==> config.mk <==
export PLATFORM = sky130hd
export DESIGN_NAME = w5500_frame_master
export DESIGN_NICKNAME = d
export VERILOG_FILES = /design/src/rtl/w5500_pkg.sv /design/src/rtl/w5500_frame_master.sv
export SDC_FILE = /design/constraint.sdc
export NUM_CORES = 1
export LEC_CHECK = 0
export CAP_MARGIN = 30
export CORE_UTILIZATION = 60
export CTS_BUF_LIST = sky130_fd_sc_hd__clkbuf_4 sky130_fd_sc_hd__clkbuf_8
export CTS_CLUSTER_SIZE = 20
export DETAILED_ROUTE_END_ITERATION = 10
export PLACE_DENSITY = 0.93
export SETUP_SLACK_MARGIN = 0.3
export SLEW_MARGIN = 15
export SYNTH_ARGS = -nofsm -noshare
export SYNTH_HDL_FRONTEND = slang
export SYNTH_SLANG_ARGS = --single-unit
==> constraint.sdc <==
create_clock -name clk -period 9.84 [get_ports clk]
set_input_delay 0.984 -clock clk [delete_from_list [all_inputs] [get_ports clk]]
set_output_delay 0.984 -clock clk [all_outputs]
set_load 0.03 [all_outputs]
==> src/rtl/w5500_pkg.sv <==
// Shared types and constants for building W5500 variable-length SPI frames.
// The control byte packs block select, read/write and the operating mode.
package w5500_pkg;

   typedef enum logic [2:0] {
      ST_IDLE,
      ST_HDR,
      ST_WDATA,
      ST_START,
      ST_WAIT_BUSY,
      ST_RUN,
      ST_DRAIN,
      ST_DONE
   } frame_state_t;

   localparam int         HDR_LEN  = 3;
   localparam logic [1:0] OM_VDM   = 2'b00;
   localparam logic       RW_WRITE = 1'b1;

   function automatic logic [7:0] w5500_ctrl(input logic [4:0] bsb, input logic rw);
      return {bsb, rw, OM_VDM};
   endfunction

endpackage

==> src/rtl/w5500_frame_master.sv <==
// Turns a request (address, block, direction, length) into one W5500 SPI frame:
// fills the TX FIFO, kicks spi_interface, and streams read bytes back from the RX FIFO.
module w5500_frame_master
   import w5500_pkg::*;
#(
   parameter int DATA         = 8,
   parameter int FIFO_DEPTH   = 16,
   parameter int BUSY_TIMEOUT = 15
) (
   input  logic            clk,
   input  logic            rst,
   input  logic            req_valid,
   output logic            req_ready,
   input  logic [15:0]     req_addr,
   input  logic [4:0]      req_bsb,
   input  logic            req_rw,
   input  logic [15:0]     req_len,
   input  logic [DATA-1:0] wd_data,
   input  logic            wd_valid,
   output logic            wd_ready,
   output logic [DATA-1:0] rd_data,
   output logic            rd_valid,
   output logic            done,
   output logic            err,
   output logic [DATA-1:0] wdata,
   output logic            wr,
   input  logic            full,
   input  logic [DATA-1:0] rdata,
   output logic            rd,
   input  logic            empty,
   output logic [15:0]     len,
   output logic            op,
   output logic            work,
   input  logic            busy
);

   localparam int          TCW   = $clog2(BUSY_TIMEOUT + 1);
   localparam logic [15:0] MAX_N = 16'(FIFO_DEPTH - HDR_LEN);
   localparam logic [15:0] HDR_W = 16'(HDR_LEN);

   frame_state_t    state_reg, state_next;
   logic [15:0]     addr_reg;
   logic [4:0]      bsb_reg;
   logic            rw_reg;
   logic [15:0]     n_reg, l_reg;
   logic [15:0]     byte_cnt_reg, byte_cnt_next;
   logic [15:0]     pop_cnt_reg, pop_cnt_next;
   logic [TCW-1:0]  tcnt_reg, tcnt_next;
   logic            wr_reg, wr_next;
   logic [DATA-1:0] wdata_reg, wdata_next;
   logic            work_reg, work_next;
   logic            done_reg, done_next;
   logic            err_reg, err_next;
   logic            rd_reg, rd_next;
   logic            keep_reg, keep_next;
   logic            rd_valid_reg;
   logic [15:0]     len_reg;
   logic            op_reg;
   logic [7:0]      hdr_byte;
   logic            req_fire, wd_fire, len_ok, drain_en;

   assign req_ready = (state_reg == ST_IDLE) && !rst;
   assign wd_ready  = (state_reg == ST_WDATA) && !full && !rst;
   assign req_fire  = req_valid && req_ready;
   assign wd_fire   = wd_valid && wd_ready;
   assign len_ok    = (req_len != 16'd0) && (req_len <= MAX_N);

   assign wr       = wr_reg;
   assign wdata    = wdata_reg;
   assign work     = work_reg;
   assign done     = done_reg;
   assign err      = err_reg;
   assign rd       = rd_reg;
   assign rd_valid = rd_valid_reg;
   assign rd_data  = rd_valid_reg ? rdata : '0;
   assign len      = len_reg;
   assign op       = op_reg;

   always_comb begin
      hdr_byte = w5500_ctrl(bsb_reg, rw_reg);
      if (byte_cnt_reg == 16'd0)      hdr_byte = addr_reg[15:8];
      else if (byte_cnt_reg == 16'd1) hdr_byte = addr_reg[7:0];
   end

   // rd is registered, so skip a cycle after each pop to let empty catch up.
   assign drain_en  = (rw_reg != RW_WRITE) &&
                      (state_reg inside {ST_WAIT_BUSY, ST_RUN, ST_DRAIN});
   assign rd_next   = drain_en && !empty && !rd_reg && (pop_cnt_reg < l_reg);
   assign keep_next = rd_next && (pop_cnt_reg >= HDR_W);

   always_comb begin
      state_next    = state_reg;
      byte_cnt_next = byte_cnt_reg;
      tcnt_next     = tcnt_reg;
      wr_next       = 1'b0;
      wdata_next    = wdata_reg;
      err_next      = 1'b0;
      pop_cnt_next  = rd_next ? pop_cnt_reg + 16'd1 : pop_cnt_reg;
      case (state_reg)
         ST_IDLE: begin
            if (req_fire) begin
               byte_cnt_next = 16'd0;
               if (len_ok) begin
                  state_next = ST_HDR;
               end else begin
                  state_next = ST_DONE;
                  err_next   = 1'b1;
               end
            end
         end
         ST_HDR: begin
            if (!full) begin
               wr_next    = 1'b1;
               wdata_next = DATA'(hdr_byte);
               if (byte_cnt_reg == HDR_W - 16'd1) begin
                  byte_cnt_next = 16'd0;
                  state_next    = (rw_reg == RW_WRITE) ? ST_WDATA : ST_START;
               end else begin
                  byte_cnt_next = byte_cnt_reg + 16'd1;
               end
            end
         end
         ST_WDATA: begin
            if (wd_fire) begin
               wr_next    = 1'b1;
               wdata_next = wd_data;
               if (byte_cnt_reg == n_reg - 16'd1) begin
                  byte_cnt_next = 16'd0;
                  state_next    = ST_START;
               end else begin
                  byte_cnt_next = byte_cnt_reg + 16'd1;
               end
            end
         end
         ST_START: begin
            tcnt_next    = TCW'(1);
            pop_cnt_next = 16'd0;
            state_next   = ST_WAIT_BUSY;
         end
         ST_WAIT_BUSY: begin
            // Counts cycles since work; expiring lands DONE exactly BUSY_TIMEOUT after it.
            if (busy) begin
               state_next = ST_RUN;
            end else if (tcnt_reg == TCW'(BUSY_TIMEOUT - 1)) begin
               state_next = ST_DONE;
               err_next   = 1'b1;
            end else begin
               tcnt_next = tcnt_reg + TCW'(1);
            end
         end
         ST_RUN: begin
            if (!busy) state_next = (rw_reg == RW_WRITE) ? ST_DONE : ST_DRAIN;
         end
         ST_DRAIN: begin
            if ((pop_cnt_reg == l_reg) && !rd_reg && !keep_reg) state_next = ST_DONE;
         end
         ST_DONE: begin
            state_next = ST_IDLE;
         end
         default: begin
            state_next = ST_IDLE;
         end
      endcase
   end

   assign work_next = (state_next == ST_START);
   assign done_next = (state_next == ST_DONE);

   always_ff @(posedge clk) begin
      if (rst) begin
         state_reg    <= ST_IDLE;
         addr_reg     <= '0;
         bsb_reg      <= '0;
         rw_reg       <= 1'b0;
         n_reg        <= '0;
         l_reg        <= '0;
         byte_cnt_reg <= '0;
         pop_cnt_reg  <= '0;
         tcnt_reg     <= '0;
         wr_reg       <= 1'b0;
         wdata_reg    <= '0;
         work_reg     <= 1'b0;
         done_reg     <= 1'b0;
         err_reg      <= 1'b0;
         rd_reg       <= 1'b0;
         keep_reg     <= 1'b0;
         rd_valid_reg <= 1'b0;
         len_reg      <= '0;
         op_reg       <= 1'b0;
      end else begin
         state_reg    <= state_next;
         byte_cnt_reg <= byte_cnt_next;
         pop_cnt_reg  <= pop_cnt_next;
         tcnt_reg     <= tcnt_next;
         wr_reg       <= wr_next;
         wdata_reg    <= wdata_next;
         work_reg     <= work_next;
         done_reg     <= done_next;
         err_reg      <= err_next;
         rd_reg       <= rd_next;
         keep_reg     <= keep_next;
         rd_valid_reg <= keep_reg;
         if (req_fire) begin
            addr_reg <= req_addr;
            bsb_reg  <= req_bsb;
            rw_reg   <= req_rw;
            n_reg    <= req_len;
            l_reg    <= req_len + HDR_W;
         end
         if (state_next == ST_START) begin
            len_reg <= l_reg;
            op_reg  <= rw_reg;
         end else if (state_reg == ST_DONE) begin
            len_reg <= '0;
            op_reg  <= 1'b0;
         end
      end
   end

endmodule
==> metrics.md <==
| Metric | Value |
|---|---|
| Fillcell total | `756` |
| Share of layout cells above drive strength 1 | `0.0587` |
| Most Crowded Layer GR | `met2` |
| Final layout net count | `961` |
| Most common library cells after synthesis | `dfxtp_1 (125), nand2_1 (117), nor2_1 (65)` |
| Nature of the critical path endpoint | `flip-flop` |
| Grt met1 use | `0.386` |
| Post-CTS Setup Bufs | `0` |
| Initial antenna violation count | `0` |
| Power per cell area | `179 mW/mm2` |
| DR vias/cell | `6.18` |
| Main synth FF type | `dfxtp_1` |
| PortBufs | `101` |
| Post-synthesis area per instance | `8.34 um2` |
| Layout Skew | `0.0109 ns` |
| Crit Path Class | `input port to flip-flop` |
| RR Startpoint | `n_reg[0]` |
| Placed instance count | `993` |
| Worst-path clk slew | `0.08 ns` |
| Dominant cell type by area after synthesis | `dfxtp_1` |
| Register area | `0.00250 mm2` |
| Status | `finished, final reports clean` |
| Area contributors post-synth | `dfxtp_1 (38%), nand2_1 (6.6%), ha_1 (5.1%), xnor2_1 (4.9%), nand3b_1 (4.1%)` |
| Area Growth Syn to Fin | `21.4%` |
| First-pass GRT wire length | `29200 um` |
| Max-cap violations | `0` |
| Yosys warns | `0` |
| Die area | `0.0115 mm2` |
| Leakage | `3.03 nW` |
| Met3 usage | `0.0823` |
| Worst path max stage delay | `0.84 ns` |
| Worst Max-Slew Pin Slew | `0.904 ns` |
| Antenna fix cells | `0` |
| Ports | `102` |
| Worst Path Required | `10.22 ns` |
| Global route total overflow | `0` |
| Synth async-reset ratio | `0` |
| Inserted Clock Buffers | `17` |
| Setup TNS | `0 ns` |
| EDFF count, synth | `0` |
| RSZ-0062 raised after global routing | `false` |
| Detailed router's first-iteration violation count | `563` |
| Post-route ant nets | `0` |
| Total track usage | `0.324` |
| CP top delay family | `compound AO/OA/AOI/OAI gates` |
| Setup Viol. Count Final | `0` |
| Cells after Synth | `797` |
| CP Launch Type | `input port` |
| DRT Wirelength | `18000 um` |
| Area occupied by multi-input gates | `0.00382 mm2` |
| Final period util | `0.444` |
| Met2 Resource Use GR | `0.535` |
| Die H | `107 um` |
| CTS Root Cell | `clkbuf_8` |
| Post-CTS Hold Buffers | `0` |
| Mapped Area | `0.00665 mm2` |
| Largest net degree at the start of global routing | `95` |
| Clock Sink Count | `125` |
| CP max-delay cell | `o41ai_1` |
| TritonCTS clock tree | `built` |
| HP Class | `flip-flop to flip-flop` |
| Yosys cell types | `63` |
| Drt pass-1 iters | `7` |
| Gpl congestion | `0.958` |
| Synth Register Bits | `125` |
| Critical-path cell list | `clkdlybuf4s50_1 > or4_1 > o41ai_1 > o31a_1 > or3b_1 > and3_1 > a311oi_4 > a22o_1` |
| FP Rows | `38` |
| Detailed-route wire length per cell | `17.6 um` |
| Most numerous cell in the Yosys netlist | `dfxtp_1` |
| Die Width | `107 um` |
| Register area share after synthesis | `0.376` |
| DRC Markers | `0` |
| Final Hold Viols | `0` |
| Vias in the first global route | `6146` |
| Core Region | `0.0108 mm2` |
| Area share of the leading cell type in the synthesized netlist | `0.376` |
| Rel. slew slack | `0.390` |
| Critical path data arrival time | `4.75 ns` |
| HP Start | `addr_reg[9]` |
| WP buf/inv | `1` |
| Max Clk Rate | `229 MHz` |
| Post-DP HPWL | `12300 um` |
| H-tree depth | `4` |
| Layout Cells excl Fill | `1026` |
| Cts repair resizes | `0` |
| Post-Synthesis Net Count | `885` |
| VDD IR max | `0.116 mV` |
| CTS max path bufs | `2` |
| Worst setup path start | `req_len[11]` |
| CP max FO | `17` |
| Post-layout min period | `4.37 ns` |
| Fin. max-slew vios | `0` |
| Initial core utilization | `0.613` |
| Via count | `6340` |
| Clk_lat worst skew | `0.44 ns` |
==> cell type report <==
| type | count | share of cell area |
|---|---|---|
| flip-flops and latches | 125 | 0.310 |
| multi-input cells | 593 | 0.474 |
| clock buffers | 21 | 0.0335 |
| clock inverters | 11 | 0.0177 |
| repair buffers | 106 | 0.129 |
| inverters | 30 | 0.0140 |
| well taps | 140 | 0.0217 |
==> logic make-up after synthesis <==
group | after synthesis | synth area share
XOR/XNOR | 56 | 0.0738
AND/OR/NAND/NOR | 373 | 0.294
adder cells (fa/ha/maj) | 27 | 0.0508
flip-flops | 125 | 0.376
AO/OA/AOI/OAI | 124 | 0.136
multiplexers | 13 | 0.0198
buffers and inverters | 79 | 0.0489
==> final timing paths <==
| check | endpoint | slack [ns] | cells after the start |
|---|---|---|---|
| setup reg to reg | len[1] | 6.07 | 10 |
| hold / removal | addr_reg[9] | 0.48 | 2 |
| setup / recovery | len[1] | 5.47 | 8 |
| hold reg to reg | addr_reg[9] | 0.48 | 2 |
==> cells in the final DEF (no fill, tap or decap), types with 8 or more instances in the layout <==
cell type	n
nor4_1	19
clkdlybuf4s50_1	100
mux2i_1	12
nand3b_1	36
a211oi_1	22
and3_1	13
nand2_1	117
inv_1	30
o21ai_0	13
clkbuf_8	18
nor2_1	65
nand3_1	17
nor2b_1	8
or4_1	12
o31ai_1	13
ha_1	27
a21oi_1	23
nand4_1	14
and2_1	12
or3_1	8
xnor2_1	37
xor2_1	19
a22o_1	17
nor3_1	28
dfxtp_1	125
==> stage by stage <==
| stage | power [W] | setup WS [ns] | util | hold WS, ns | cell area, um2 |
|---|---|---|---|---|---|
| global placement | 0.000962 | 5.27 | 0.706 | 0.449 | 7650 |
| floorplan | 0.000863 | 6.14 | - | 0.439 | 6650 |
| CTS | 0.00144 | 5.58 | 0.744 | 0.477 | 8060 |
| finish | 0.00144 | 5.47 | 0.744 | 0.476 | 8070 |
| detailed placement | 0.000973 | 5.13 | 0.706 | 0.456 | 7650 |
| global route | 0.00151 | 5.27 | 0.744 | 0.493 | 8070 |
==> worst min-delay path, delay by kind of cell (launching register included) <==
family           cells  cell delay (ns)
DFF                  1             0.31
and+or+nand+nor      2             0.13
==> where the power goes <==
part / internal, W / switching [W] / total, W
logic: 0.000157 / 0.000216 / 0.000372
registers: 0.000550 / 0.0000512 / 0.000601
clock network: 0.000264 / 0.000205 / 0.000469
total: 0.000970 / 0.000472 / 0.00144
==> metal layers <==
layer,vias to the layer above,share of wire
met3,81,0.077
met4,0,0.043
li1,2976,-
met5,-,0
met1,2950,0.41
met2,333,0.47
No activity file was read; power rests on OpenSTA's default activity.
